**src/rtl/alu_pkg.sv**
```systemverilog
// Shared ALU definitions: operation encodings, latency and legality check.
package alu_pkg;

    typedef enum logic [4:0] {
        ALU_ADD = 5'b00000,
        ALU_SUB = 5'b00001,
        ALU_SLL = 5'b00010,
        ALU_XOR = 5'b00101,
        ALU_SRL = 5'b00110,
        ALU_SRA = 5'b00111,
        ALU_OR  = 5'b01000,
        ALU_AND = 5'b01001
    } alu_op_e;

    localparam int ALU_LATENCY = 1;

    function automatic logic op_legal(input logic [4:0] op);
        logic legal;
        case (op)
            ALU_ADD, ALU_SUB, ALU_SLL, ALU_XOR,
            ALU_SRL, ALU_SRA, ALU_OR, ALU_AND: legal = 1'b1;
            default:                           legal = 1'b0;
        endcase
        return legal;
    endfunction

endpackage

```
**src/rtl/alu_share_arb_rsp_slot.sv**
```systemverilog
// One-entry result buffer with valid/ready handshake; a fill in the same
// cycle as a pop wins and keeps the slot valid with the new result.
module rsp_slot #(
    parameter int DATA_W = 32
) (
    input  logic              clk,
    input  logic              rst,
    input  logic              fill,
    input  logic [DATA_W-1:0] fill_data,
    input  logic              fill_err,
    input  logic              rsp_ready,
    output logic              rsp_valid,
    output logic [DATA_W-1:0] rsp_data,
    output logic              rsp_err
);

    logic              valid_reg;
    logic [DATA_W-1:0] data_reg;
    logic              err_reg;

    always_ff @(posedge clk or posedge rst) begin
        if (rst) begin
            valid_reg <= 1'b0;
            data_reg  <= '0;
            err_reg   <= 1'b0;
        end else if (fill) begin
            valid_reg <= 1'b1;
            data_reg  <= fill_data;
            err_reg   <= fill_err;
        end else if (valid_reg && rsp_ready) begin
            valid_reg <= 1'b0;
        end
    end

    assign rsp_valid = valid_reg;
    assign rsp_data  = data_reg;
    assign rsp_err   = err_reg;

endmodule

```
**src/rtl/alu_share_arb.sv**
```systemverilog
// Round-robin time-sharing of one registered ALU between two requesters,
// with in-flight tracking and a per-port response slot.
module alu_share_arb
    import alu_pkg::*;
#(
    parameter int DATA_W = 32
) (
    input  logic              clk,
    input  logic              rst,
    input  logic              req0_valid,
    output logic              req0_ready,
    input  logic [4:0]        req0_op,
    input  logic [DATA_W-1:0] req0_a,
    input  logic [DATA_W-1:0] req0_b,
    input  logic              req1_valid,
    output logic              req1_ready,
    input  logic [4:0]        req1_op,
    input  logic [DATA_W-1:0] req1_a,
    input  logic [DATA_W-1:0] req1_b,
    output logic              rsp0_valid,
    input  logic              rsp0_ready,
    output logic [DATA_W-1:0] rsp0_data,
    output logic              rsp0_err,
    output logic              rsp1_valid,
    input  logic              rsp1_ready,
    output logic [DATA_W-1:0] rsp1_data,
    output logic              rsp1_err,
    output logic [4:0]        alu_op,
    output logic [DATA_W-1:0] alu_a,
    output logic [DATA_W-1:0] alu_b,
    input  logic [DATA_W-1:0] alu_result
);

    logic [1:0]        req_valid;
    logic [1:0]        rsp_ready;
    logic [1:0]        rsp_valid;
    logic [1:0]        rsp_err;
    logic [4:0]        req_op   [2];
    logic [DATA_W-1:0] req_a    [2];
    logic [DATA_W-1:0] req_b    [2];
    logic [DATA_W-1:0] rsp_data [2];

    logic [1:0] elig;
    logic [1:0] grant;
    logic       grant_id;
    logic [1:0] fill;

    logic inflight_v_reg;
    logic inflight_id_reg;
    logic inflight_err_reg;
    logic last_grant_reg;

    assign req_valid = {req1_valid, req0_valid};
    assign rsp_ready = {rsp1_ready, rsp0_ready};
    assign req_op[0] = req0_op;
    assign req_op[1] = req1_op;
    assign req_a[0]  = req0_a;
    assign req_a[1]  = req1_a;
    assign req_b[0]  = req0_b;
    assign req_b[1]  = req1_b;

    generate
        for (genvar gi = 0; gi < 2; gi++) begin : g_port
            // A port with a result still in the ALU may not issue again.
            assign elig[gi] = !rst && req_valid[gi]
                              && (!rsp_valid[gi] || rsp_ready[gi])
                              && !(inflight_v_reg && (inflight_id_reg == 1'(gi)));
            assign fill[gi] = inflight_v_reg && (inflight_id_reg == 1'(gi));

            rsp_slot #(.DATA_W(DATA_W)) u_slot (
                .clk       (clk),
                .rst       (rst),
                .fill      (fill[gi]),
                .fill_data (alu_result),
                .fill_err  (inflight_err_reg),
                .rsp_ready (rsp_ready[gi]),
                .rsp_valid (rsp_valid[gi]),
                .rsp_data  (rsp_data[gi]),
                .rsp_err   (rsp_err[gi])
            );
        end
    endgenerate

    always_comb begin
        grant = elig;
        if (elig == 2'b11) begin
            grant = last_grant_reg ? 2'b01 : 2'b10;
        end
    end

    assign grant_id = grant[1];

    always_comb begin
        alu_op = 5'b00000;
        alu_a  = '0;
        alu_b  = '0;
        if (grant != 2'b00) begin
            alu_op = req_op[grant_id];
            alu_a  = req_a[grant_id];
            alu_b  = req_b[grant_id];
        end
    end

    always_ff @(posedge clk or posedge rst) begin
        if (rst) begin
            inflight_v_reg   <= 1'b0;
            inflight_id_reg  <= 1'b0;
            inflight_err_reg <= 1'b0;
            last_grant_reg   <= 1'b1;
        end else begin
            inflight_v_reg <= (grant != 2'b00);
            if (grant != 2'b00) begin
                inflight_id_reg  <= grant_id;
                inflight_err_reg <= !op_legal(req_op[grant_id]);
                last_grant_reg   <= grant_id;
            end
        end
    end

    assign req0_ready = grant[0];
    assign req1_ready = grant[1];
    assign rsp0_valid = rsp_valid[0];
    assign rsp1_valid = rsp_valid[1];
    assign rsp0_data  = rsp_data[0];
    assign rsp1_data  = rsp_data[1];
    assign rsp0_err   = rsp_err[0];
    assign rsp1_err   = rsp_err[1];

endmodule

```
**config.mk**
```make
export PLATFORM = sky130hd
export DESIGN_NAME = alu_share_arb
export DESIGN_NICKNAME = d
export VERILOG_FILES = /design/src/rtl/alu_pkg.sv /design/src/rtl/alu_share_arb_rsp_slot.sv /design/src/rtl/alu_share_arb.sv
export SDC_FILE = /design/constraint.sdc
export NUM_CORES = 1
export LEC_CHECK = 0
export CAP_MARGIN = 20
export CORE_AREA = 2 2 121 123
export CTS_CLUSTER_SIZE = 10
export DETAILED_ROUTE_END_ITERATION = 10
export DIE_AREA = 0 0 123 125
export DONT_BUFFER_PORTS = 1
export PLACE_DENSITY = 0.38
export SETUP_SLACK_MARGIN = 0.5
export SYNTH_ARGS = -nofsm -noshare
export SYNTH_HDL_FRONTEND = slang
export SYNTH_SLANG_ARGS = --single-unit
```
**constraint.sdc**
```tcl
create_clock -name clk -period 22.5 [get_ports clk]
set_clock_uncertainty 0.2 [all_clocks]
set_input_delay 6.75 -clock clk [delete_from_list [all_inputs] [get_ports clk]]
set_output_delay 6.75 -clock clk [all_outputs]
set_load 0.02 [all_outputs]
```
==> metrics.md <==
| Metric | Value |
|---|---|
| Initial antenna violation count | 0 |
| Distinct cell type count after synthesis | 25 |
| Syn Nets | between 500 and 600 |
| Max-slew violation count | 0 |
| CP max stage delay | between 0.6 and 0.7 ns |
| CP Class | in2out |
| Logic pwr share | between 20% and 30% |
| Top-level I/O count | around 320 |
| Most common cell after layout, fill and taps aside | nand2_1 |
| Max IR drop VDD | roughly 63 uV |
| Via count | 2,859 |
| FILL cells | 1,532 |
| Largest net degree at the start of global routing | 72 |
| Final Hold Violating Endpoints | 0 |
| RSZ-0062 raised after global routing | no |
| Rows | between 40 and 50 |
| CP startpoint kind | primary input |
| Via density | approximately 5.0 |
| Die width | 123 um |
| Hold Worst Slack | around 0.30 ns |
| Setup TNS | 0 ns |
| Worst-path clk slew | 0.05 ns |
| Mux contribution to synthesized area | a little over a fifth |
| Initial core utilization | around a quarter |
| # Post-CTS Setup Buffers | 0 |
| Total GRT Usage | 14.61% |
| Power density over the cells | approximately 150 mW/mm^2 |
| Cell taking the most area after synthesis | dfrtp_1 |
| Post-Syn Instances | 400 |
| Crit path DAT | around 10 ns |
| Maxcap violations | 0 |
| Most frequent cells in the layout | nand2_1, dfrtp_1, mux2_2, nand3_1, clkbuf_16 |
| Setup crit end kind | output pin |
| Crit-path slowest cell | buf_4 |
| Total wire length | around 12,000 um |
| P_sw | around 0.27 mW |
| Final setup fails | 0 |
| Core ar. | 0.01420 mm^2 |
| Drt wl/cell | ~21 um |
| Initial drt markers | around 150 |
| Synth Area in Adders | 0% |
| Synth Area in Compound Gates | under 10% |
| Residual DRC | 0 |
| Min-Delay Path Class | reg2reg |
| Max reg flops | 64 |
| Layout area overhead | 10.87% |
| Post-synthesis sequential area ratio | 48.21% |
| YS warnings | 0 |
| Relative slew margins | 36.92% |
| CP Cell Sequence | inv_2 > buf_4 > o2111ai_1 > a21o_2 > buf_12 > inv_4 > nand2_1 > a21oi_1 |
| Leak Pwr | between 1.5 and 2 nW |
| Total gr overflow | 0 |
| FF+latch count, synth | between 70 and 80 |
| Clk sinks | 72 |
| Final ANT Viol Nets | 0 |
| CTS Hold Buffers Added | 0 |
| Clk_lat worst skew | between 0.3 and 0.4 ns |
| H-tree depth | 3 |
| Largest family of logic cells by synthesized area | simple AND/OR/NAND/NOR gates |
| Post-Synth Simple-Gate Area | 23.52% |
| Routability cong. | 0.7414 |
| Post-Syn Area | ~0.0037 mm^2 |
| First-pass GRT wire length | ~17,000 um |
| CTS Root Cell | clkbuf_16 |
| Clock Power Share | 22.8% |
| Fmax | 0.05918 GHz |
| CTS tree | built |
| Final nets | between 500 and 600 |
| Final period util | approximately 75% |
| Avg Synthesized Cell Area | around 9.3 um^2 |
| PostCTS Resize Cnt | 0 |
| Top cell type's share of synthesized area | between 40% and 50% |
| Tmin final | approximately 17 ns |
| Slew @ Worst Pin | roughly 0.95 ns |
| Die Area | ~0.015 mm^2 |
| Number of global-route vias before repair | 2,804 |
| Die height | between 100 and 150 um |
| Clk buf depth | 2 |
| 1st-pass router iterations | 5 |
| Sequential share of power | between 50 and 60% |
| PortBufs | 0 |
| Int Pwr | about 0.36 mW |
| Diode count | 0 |
| Top post-synthesis cells by area | dfrtp_1, mux2_2, nand2_1 |
| CP max FO | a little over 70 |
| Xor and xnor area share after synthesis | 0% |
| Outcome | finished, final reports clean |
| DP Wirelength | between 9000 and 10,000 um |
| Share of cells above drive strength 1 | a little under a quarter |
| CTS Buf Count | 9 |
| Req. time, crit path | 15.55 ns |
| Switching share of power | 42.64% |
-- routing by layer --
layer  wire, um  track usage [%]
met1       4505            17.07
met5          0                0
met2       5985            24.31
met4         65            2.473
met3       1437            7.391
-- worst paths after layout --
kind | start | end | slack [ns] | depth (start not counted)
worst max register to register | inflight_id_reg | inflight_err_reg | 18.56 | 7
min in group asynchronous | rst | g_port[0].u_slot.rsp_data[19] | 6.08 | 1
worst min register to register | last_grant_reg | last_grant_reg | 0.30 | 1
worst min-delay path | last_grant_reg | last_grant_reg | 0.30 | 1
max in group asynchronous | rst | g_port[1].u_slot.rsp_data[15] | 14.98 | 2
worst max-delay path | rst | alu_op[3] | 5.60 | 8
-- layout make-up --
class                           count  area [um^2]  share of cell area [%]
Multi-Input combinational cell    292         1752                   42.24
Clock inverter                      2        37.54                  0.9052
Sequential cell                    72         1803                   43.48
Timing Repair Buffer                3        35.03                  0.8449
Tap cell                          184        230.2                   5.552
Inverter                            6        25.02                  0.6035
Clock buffer                       14        264.0                   6.367
-- through the flow --
stage,utilization [%],cell area [um^2],setup WS [ns],power (mW),instances
finish,29.19,4146,5.603,0.6227,573
global route,29.19,4146,5.210,0.6597,573
CTS,29.19,4146,5.492,0.6334,573
detailed placement,27.07,3845,5.502,0.4873,557
global placement,26.93,3825,5.490,0.4828,556
floorplan,-,3740,5.773,0.4471,400
-- critical path, delay by kind of cell --
kind	cells	cell delay (ns)
AO/OA/AOI/OAI	3	1.28
buffers and inverters	4	1.72
AND/OR/NAND/NOR	1	0.15
-- cells in the mapped netlist, drive strengths merged --
| library cell | instances |
|---|---|
| a22o | 2 |
| a21o | 1 |
| a21oi | 4 |
| nand2 | 136 |
| nor2b | 1 |
| mux2i | 4 |
| o21ai | 2 |
| o2bb2ai | 1 |
| and4 | 1 |
| dfrtp | 71 |
| o2111ai | 1 |
| inv | 6 |
| buf | 20 |
| mux2 | 66 |
| nand3 | 64 |
| clkbuf | 10 |
| o22ai | 2 |
| nor2 | 5 |
| nand2b | 2 |
| dfstp | 1 |
-- logic make-up (layout without fill, tap and decap cells) --
group | count (synthesis) | count (layout)
and+or+nand+nor | 209 | 209
DFF | 72 | 72
muxes | 70 | 70
buffers and inverters | 36 | 25
AOI/OAI and AO/OA | 13 | 13
-- power groups by stage --
| stage | logic [mW] | registers [mW] | clock network [mW] |
|---|---|---|---|
| after floorplan | 0.142 | 0.305 | 0 |
| after global placement | 0.157 | 0.326 | 0 |
| after detailed placement | 0.162 | 0.326 | 0 |
| after CTS | 0.162 | 0.325 | 0.147 |
| after global routing | 0.175 | 0.331 | 0.154 |
| final | 0.158 | 0.323 | 0.142 |
(Power assumes the default switching activity.)
